$ cat src/rtl/tlb_op_unit.sv
// Sequencer for TLBP/TLBR/TLBWI/TLBWR: drives TLB write strobes, maintains Random/Wired,
// and returns probe/read results to CP0. Optional FLUSH state after writes: TLB_OP_FLUSH_EN.
module tlb_op_unit #(
    parameter int TLB_NUM = 16,
    parameter int IDXW    = $clog2(TLB_NUM)
) (
    input  logic            clk,
    input  logic            rst,
    input  logic            op_valid_i,
    input  logic [1:0]      op_code_i,
    output logic            op_ready_o,
    output logic            op_done_o,
    output logic            flush_o,
    input  logic [31:0]     cp0_index_i,
    input  logic            wired_we_i,
    input  logic [IDXW-1:0] wired_wdata_i,
    output logic [31:0]     random_o,
    output logic            tlb_write_index_o,
    output logic            tlb_write_random_o,
    input  logic [159:0]    tlb_cp0_bus_i,
    output logic            index_we_o,
    output logic [31:0]     index_wdata_o,
    output logic            entry_we_o,
    output logic [31:0]     entryhi_o,
    output logic [31:0]     entrylo0_o,
    output logic [31:0]     entrylo1_o,
    output logic [31:0]     pagemask_o
);

    localparam logic [IDXW-1:0] RANDOM_TOP = IDXW'(TLB_NUM - 1);

    typedef enum logic [1:0] {
        OP_TLBP  = 2'd0,
        OP_TLBR  = 2'd1,
        OP_TLBWI = 2'd2,
        OP_TLBWR = 2'd3
    } op_e;

    typedef enum logic [1:0] {
        S_IDLE  = 2'd0,
        S_EXEC  = 2'd1,
        S_DONE  = 2'd2,
        S_FLUSH = 2'd3
    } state_e;

    state_e          state;
    op_e             op;
    logic [IDXW-1:0] random;
    logic [IDXW-1:0] wired;
    logic            exec_wr;

    // The TLB consumes Index directly from CP0; this unit only sequences the strobe.
    logic unused_cp0_index;
    assign unused_cp0_index = ^cp0_index_i;

    assign exec_wr  = (state == S_EXEC) && (op == OP_TLBWR);
    assign random_o = 32'(random);

    // NOTE: every register here, including the write-back data, has a reset value so the
    // outputs are defined immediately after rst falls, even mid-operation.
    always_ff @(posedge clk or negedge rst) begin
        if (!rst) begin
            state              <= S_IDLE;
            op                 <= OP_TLBP;
            op_ready_o         <= 1'b1;
            op_done_o          <= 1'b0;
            tlb_write_index_o  <= 1'b0;
            tlb_write_random_o <= 1'b0;
            index_we_o         <= 1'b0;
            entry_we_o         <= 1'b0;
            index_wdata_o      <= '0;
            entryhi_o          <= '0;
            entrylo0_o         <= '0;
            entrylo1_o         <= '0;
            pagemask_o         <= '0;
`ifdef TLB_OP_FLUSH_EN
            flush_o            <= 1'b0;
`endif
        end else begin
            // NOTE: strobes default low at the top so each one is a single-cycle pulse;
            // non-blocking assignment lets later branches override without ordering races.
            op_done_o          <= 1'b0;
            tlb_write_index_o  <= 1'b0;
            tlb_write_random_o <= 1'b0;
            index_we_o         <= 1'b0;
            entry_we_o         <= 1'b0;
`ifdef TLB_OP_FLUSH_EN
            flush_o            <= 1'b0;
`endif
            case (state)
                S_IDLE: begin
                    if (op_valid_i) begin
                        op                 <= op_e'(op_code_i);
                        state              <= S_EXEC;
                        op_ready_o         <= 1'b0;
                        tlb_write_index_o  <= (op_code_i == OP_TLBWI);
                        tlb_write_random_o <= (op_code_i == OP_TLBWR);
                    end
                end
                S_EXEC: begin
                    state      <= S_DONE;
                    op_done_o  <= 1'b1;
                    index_we_o <= (op == OP_TLBP);
                    entry_we_o <= (op == OP_TLBR);
                    // Captured before the TLB write edge, so a probe/read sees old contents.
                    if (op == OP_TLBP) begin
                        index_wdata_o <= tlb_cp0_bus_i[31:0];
                    end
                    if (op == OP_TLBR) begin
                        entrylo1_o <= tlb_cp0_bus_i[159:128];
                        entrylo0_o <= tlb_cp0_bus_i[127:96];
                        entryhi_o  <= tlb_cp0_bus_i[95:64];
                        pagemask_o <= tlb_cp0_bus_i[63:32];
                    end
                end
                S_DONE: begin
`ifdef TLB_OP_FLUSH_EN
                    if (op == OP_TLBWI || op == OP_TLBWR) begin
                        state   <= S_FLUSH;
                        flush_o <= 1'b1;
                    end else begin
                        state      <= S_IDLE;
                        op_ready_o <= 1'b1;
                    end
`else
                    state      <= S_IDLE;
                    op_ready_o <= 1'b1;
`endif
                end
                default: begin
                    state      <= S_IDLE;
                    op_ready_o <= 1'b1;
                end
            endcase
        end
    end

`ifndef TLB_OP_FLUSH_EN
    assign flush_o = 1'b0;
`endif

    // Random counts down to Wired and wraps to the top; it freezes while TLBWR uses it.
    always_ff @(posedge clk or negedge rst) begin
        if (!rst) begin
            random <= RANDOM_TOP;
            wired  <= '0;
        end else begin
            if (wired_we_i) begin
                wired <= wired_wdata_i;
            end
            if (wired_we_i) begin
                random <= RANDOM_TOP;
            end else if (exec_wr) begin
                random <= random;
            end else if (random == wired) begin
                random <= RANDOM_TOP;
            end else begin
                random <= random - IDXW'(1);
            end
        end
    end

endmodule

$ cat config.mk
export PLATFORM = sky130hd
export DESIGN_NAME = tlb_op_unit
export DESIGN_NICKNAME = d
export VERILOG_FILES = /design/src/rtl/tlb_op_unit.sv
export SDC_FILE = /design/constraint.sdc
export NUM_CORES = 1
export LEC_CHECK = 0
export BUFFER_PORTS_ARGS = -buffer_cell sky130_fd_sc_hd__buf_2
export CAP_MARGIN = 30
export CORE_AREA = 8 8 148 150
export CTS_CLUSTER_DIAMETER = 120
export DETAILED_ROUTE_END_ITERATION = 10
export DIE_AREA = 0 0 156 158
export PLACE_DENSITY = 0.73
export SETUP_SLACK_MARGIN = 0.15
export SYNTH_ARGS = -nofsm -noshare
export SYNTH_HDL_FRONTEND = slang
export SYNTH_SLANG_ARGS = --single-unit
$ cat constraint.sdc
create_clock -name clk -period 1.45 [get_ports clk]
set_clock_uncertainty 0.05 [all_clocks]
set_input_delay 0.3625 -clock clk [delete_from_list [all_inputs] [get_ports clk]]
set_output_delay 0.3625 -clock clk [all_outputs]
set_load 0.005 [all_outputs]
* Word-level counts from Yosys, hierarchy flattened
Index checks and enable logic that the tools add are counted.
Cells by class: add/subtract/negate cells 1, equal/unequal tests 8, multiplexer cells 14, bitwise logic cells 1, reductions and logical operators 7
Operators by type and width (count):
- two-way mux 4 bit | 3
- two-way mux 1 bit | 8
- AND reduction 2 bit | 4
- equality test 2 bit (second input constant) | 3
- equality test 2 x 1 -> 1 bit (second input constant) | 2
- equality test 4 bit | 1
- zero test 2 bit | 2
- != test 2 bit (second input constant) | 2
- one-hot mux 2 bit (2 select lines) | 1
- subtractor 4 x 1 -> 4 bit (second input constant) | 1
- two-way mux 2 bit | 1
- one-hot mux 1 bit (2 select lines) | 1
- logical AND 1 bit | 1
- NOT 1 bit | 1
Storage, ports and cells: register bits 178, input port bits 202, logic and storage cells 46

* Logic depth before layout (Yosys ltp)
depth after elaboration 4, mapped depth 5, gate-level depth less buffers 5

* Worst setup path after synthesis
Ideal clock, no wire load.
path type register to register, start point register state[1], end point register index_wdata_o[10], setup time 125 ps, data arrival time 1369 ps, data required time 1275 ps, setup slack -94 ps, stages on the path, launching flop included 5, buffers on the path 1, cells stage by stage dfrtp_1 -> nor2b_4 -> nor3b_4 -> buf_6 -> mux2_2
On the way: cells in the longest elaborated chain, start to end 2
RTL lines:
- from (decl) | line 46 | state_e state;
- from (signal assigned) | line 63 | state <= S_IDLE;
- from (signal assigned) | line 94 | state <= S_EXEC;
- from (signal assigned) | line 101 | state <= S_DONE;
- equality test 2 x 1 -> 1 bit | line 90 | case (state)
- AND reduction 2 bit (no source line)
- to (signal assigned) | line 107 | index_wdata_o <= tlb_cp0_bus_i[31:0];
- to (decl) | line 22 | output logic [31:0] index_wdata_o,
No other way between the ends. A chain may end at the register's enable or synchronous reset.

* Worst setup path after layout
start point register state[1], end point register entrylo1_o[20]
On the way: cells in the longest elaborated chain, start to end 2
RTL lines:
- equality test 2 x 1 -> 1 bit | line 90
- AND reduction 2 bit (no source line)
- to (signal assigned) | line 110 | entrylo1_o <= tlb_cp0_bus_i[159:128];
- to (decl) | line 26 | output logic [31:0] entrylo1_o,
No other way between the ends.

==> reports/results.txt <==
Nets@finish -> 1146
Register bit count reported by yosys -> 178
Htree depth -> 4
F_max -> 0.605 GHz
CTS clk-pin slew, worst paths -> 0.07 ns
Area of the multi-input gates -> 2870 um2
Crit path capture type -> flip-flop
Storage element area -> 4460 um2
HP Class -> in -> reg
Metal2 WL -> 11.9 mm
Pint -> 0.0165 W
Synthesized area per cell -> 17.4 um2
Endpoints failing setup -> 167
Worst path required time -> 1.70 ns
Tmin final -> 1.65 ns
Worst Setup Slack, final -> -0.202 ns
Initial DRC count -> 186
Die area -> 24600 um2
Synth warn -> 0
Period utilization -> 114%
Lkg Pwr -> 6.13 nW
Startpoint Class -> flip-flop
# fillers -> 1549
Crit-path max cell delay -> 0.41 ns
Core area -> 19700 um2
I/O Pins -> 401
Share of the yosys chip area belonging to registers -> 59.8%
Clock latency on the worst-skew pair -> 0.41 ns
Main synth FF type -> dfrtp_1
Site Rows -> 52
Post-synth EDFFs -> 0
First-pass DRT Iterations -> 4
CP arrival -> 1.90 ns
Die Y -> 158 um
First-pass GRT wire length -> 31.1 mm
Violated checks -> negative setup slack
Routed WL -> 22.8 mm
P per Cell Area -> 1980 nW/um2
CP cell instances -> nor2b_4, and3_4, buf_12, buf_4, clkbuf_16, mux2_4
Mapped Cells -> 429
I/O Buffers -> 339
Distinct cells, synth -> 30
Sequential power share -> 37.0%
CTS tree -> yes
Cts bufs inserted -> 17
DR WL met3 -> 1.97 mm
DRC Markers -> 0
Placer congestion estimate -> 0.835
Comb power frac -> 43.9%
Vias post-DR -> 5502
Max Used Layer -> met4
Tot GR Track Use -> 16.2%
Grt ovf -> 0
Initial core utilization -> 37.8%
CP delay by family, top -> buffers and inverters
Setup tns final -> -23.41 ns
CP max stage cell -> dfrtp_1
Tot Pwr -> 0.0232 W
RSZ-0062 raised after global routing -> true
DPL Wire Length -> 15.4 mm
Layout cells sized above 1 -> 76.1%
Pin count of the biggest net entering global routing -> 45
Slew Viols, Final -> 0
Fraction of registers with async set/reset -> 100%
Area Overhead vs Synth -> 56.7%
Wire length on met1 -> 8.54 mm
Crit Path Max Fanout -> 8
Die span in x -> 156 um
Peak VDD IR -> 0.973 mV
Status -> finished with violations
CTS sink cnt -> 178
Clk pwr share -> 19.0%
Final hold vios -> 0
Switching Power -> 0.00665 W
Sw frac -> 28.7%
Vias in the first global route -> 5762
Avg WL per Cell -> 18.6 um
Cell Area, Synth -> 7460 um2
Critical path buffer and inverter count -> 3
Routed vias/inst -> 4.48
Critical path class -> reg -> reg
Clock Root Buffer -> clkbuf_16
CTS Buffer Depth -> 2
Antenna violations before repair -> 0
Max-cap violation count -> 0
Routed Antenna Nets -> 0
[power groups by stage]
stage | combinational [W] | sequential [W] | clock [W]
2_1_floorplan | 0.00361 | 0.00876 | 0
3_5_place_dp | 0.00734 | 0.00859 | 0
3_3_place_gp | 0.00720 | 0.00847 | 0
4_1_cts | 0.00854 | 0.00849 | 0.00451
6_report | 0.0102 | 0.00858 | 0.00441
5_1_grt | 0.0109 | 0.00881 | 0.00470
[registers in the layout (all words and copies together), names as in the netlist]
name                count
tlb_write_random_o      1
index_wdata_o          32
tlb_write_index_o       1
entryhi_o              32
entrylo1_o             32
wired                   4
entrylo0_o             32
index_we_o              1
op_ready_o              1
entry_we_o              1
op                      2
op_done_o               1
random                  4
state                   2
pagemask_o             32
[cell families (layout without fill, tap and decap cells)]
group	Yosys count	after routing	synth area share [%]
xor gates and xnor gates	4	4	0.470
other	1	31	0.0503
DFF	178	178	59.8
muxes	165	165	29.9
AOI/OAI and AO/OA	6	6	0.637
buffers and inverters	51	549	6.98
adders and majority gates	1	1	0.168
and+or+nand+nor	23	23	1.96
[cell usage in the layout, fill, tap and decap left out, drive strengths merged]
master,synthesis,final
a31oi,1,1
a41oi,1,1
and3,3,3
buf,46,509
clkbuf,2,23
clkinv,0,1
clkinvlp,0,3
conb,1,29
dfrtp,173,173
dfstp,5,5
diode,0,2
dlygate4sd3,0,1
ha,1,1
inv,3,12
mux2,165,165
nand2,3,3
nand4,3,3
nand4b,1,1
nor2,7,7
nor2b,2,2
nor3,1,1
nor3b,2,2
o211a,2,2
o21ai,1,1
o21bai,1,1
or2,1,1
xnor2,4,4
[through the flow]
step / std cells / area (um2) / utilization (%) / hold slack, ns / setup WS (ns)
after floorplan: 457 / 7650 / - / 0.0169 / -0.0939
after global placement: 1064 / 9660 / 49.0 / 0.185 / -0.155
after detailed placement: 1064 / 9660 / 49.0 / 0.185 / -0.183
after CTS: 1144 / 10800 / 54.7 / 0.0546 / -0.191
after global routing: 1225 / 11700 / 59.3 / 0.0645 / -0.255
final: 1227 / 11700 / 59.3 / 0.0773 / -0.202
[final cells by class]
type                    count  area share, %
inverters                   3         0.0963
flip-flops and latches    178           38.1
diodes                      2         0.0428
well taps                 270           2.89
multi-input cells         228           24.5
repair buffers            515           29.5
clock buffers              18           3.76
clock inverters            13          0.995
[cells in the mapped netlist, types with 2 or more instances]
cell      count  area share, %
and3_1        2           0.17
buf_12       11            3.0
buf_4        30            3.0
buf_6         5           0.75
clkbuf_1      2           0.10
dfrtp_1     173             58
dfstp_2       5            1.8
inv_1         3           0.15
mux2_2       64            9.7
mux2_4      100             20
nand2_1       3           0.15
nand4_1       3           0.25
nor2_1        7           0.35
o211a_1       2           0.27
xnor2_1       4           0.47
[worst paths after layout]
path	start	end	slack, ns	cells after the start
hold reg to reg	op_ready_o	op_ready_o	0.45	2
setup / recovery	state[1]	entrylo1_o[20]	-0.20	6
hold / removal	op_code_i[0]	tlb_write_index_o	0.08	2
setup reg to reg	state[1]	entrylo1_o[20]	-0.20	6
min in group asynchronous	rst	entrylo1_o[28]	0.34	2
max in group asynchronous	rst	entrylo1_o[20]	0.41	4
[what timing repair did]
action	CTS	global route
gates cloned	2	5
resized for setup	38	51
endpoints found under the hold margin	18	0
pin swaps	7	3
buffers inserted	46	76
hold buffers	1	0
endpoints found under the setup margin	338	336
[layer usage]
metal  vias to the layer above  GRT usage (%)
li1                       2474              -
met1                      2762           17.7
met2                       232           27.8
met3                        34           6.83
met4                         0           5.59
met5                         -              0
Note: power is estimated with default switching activity, not from simulation.
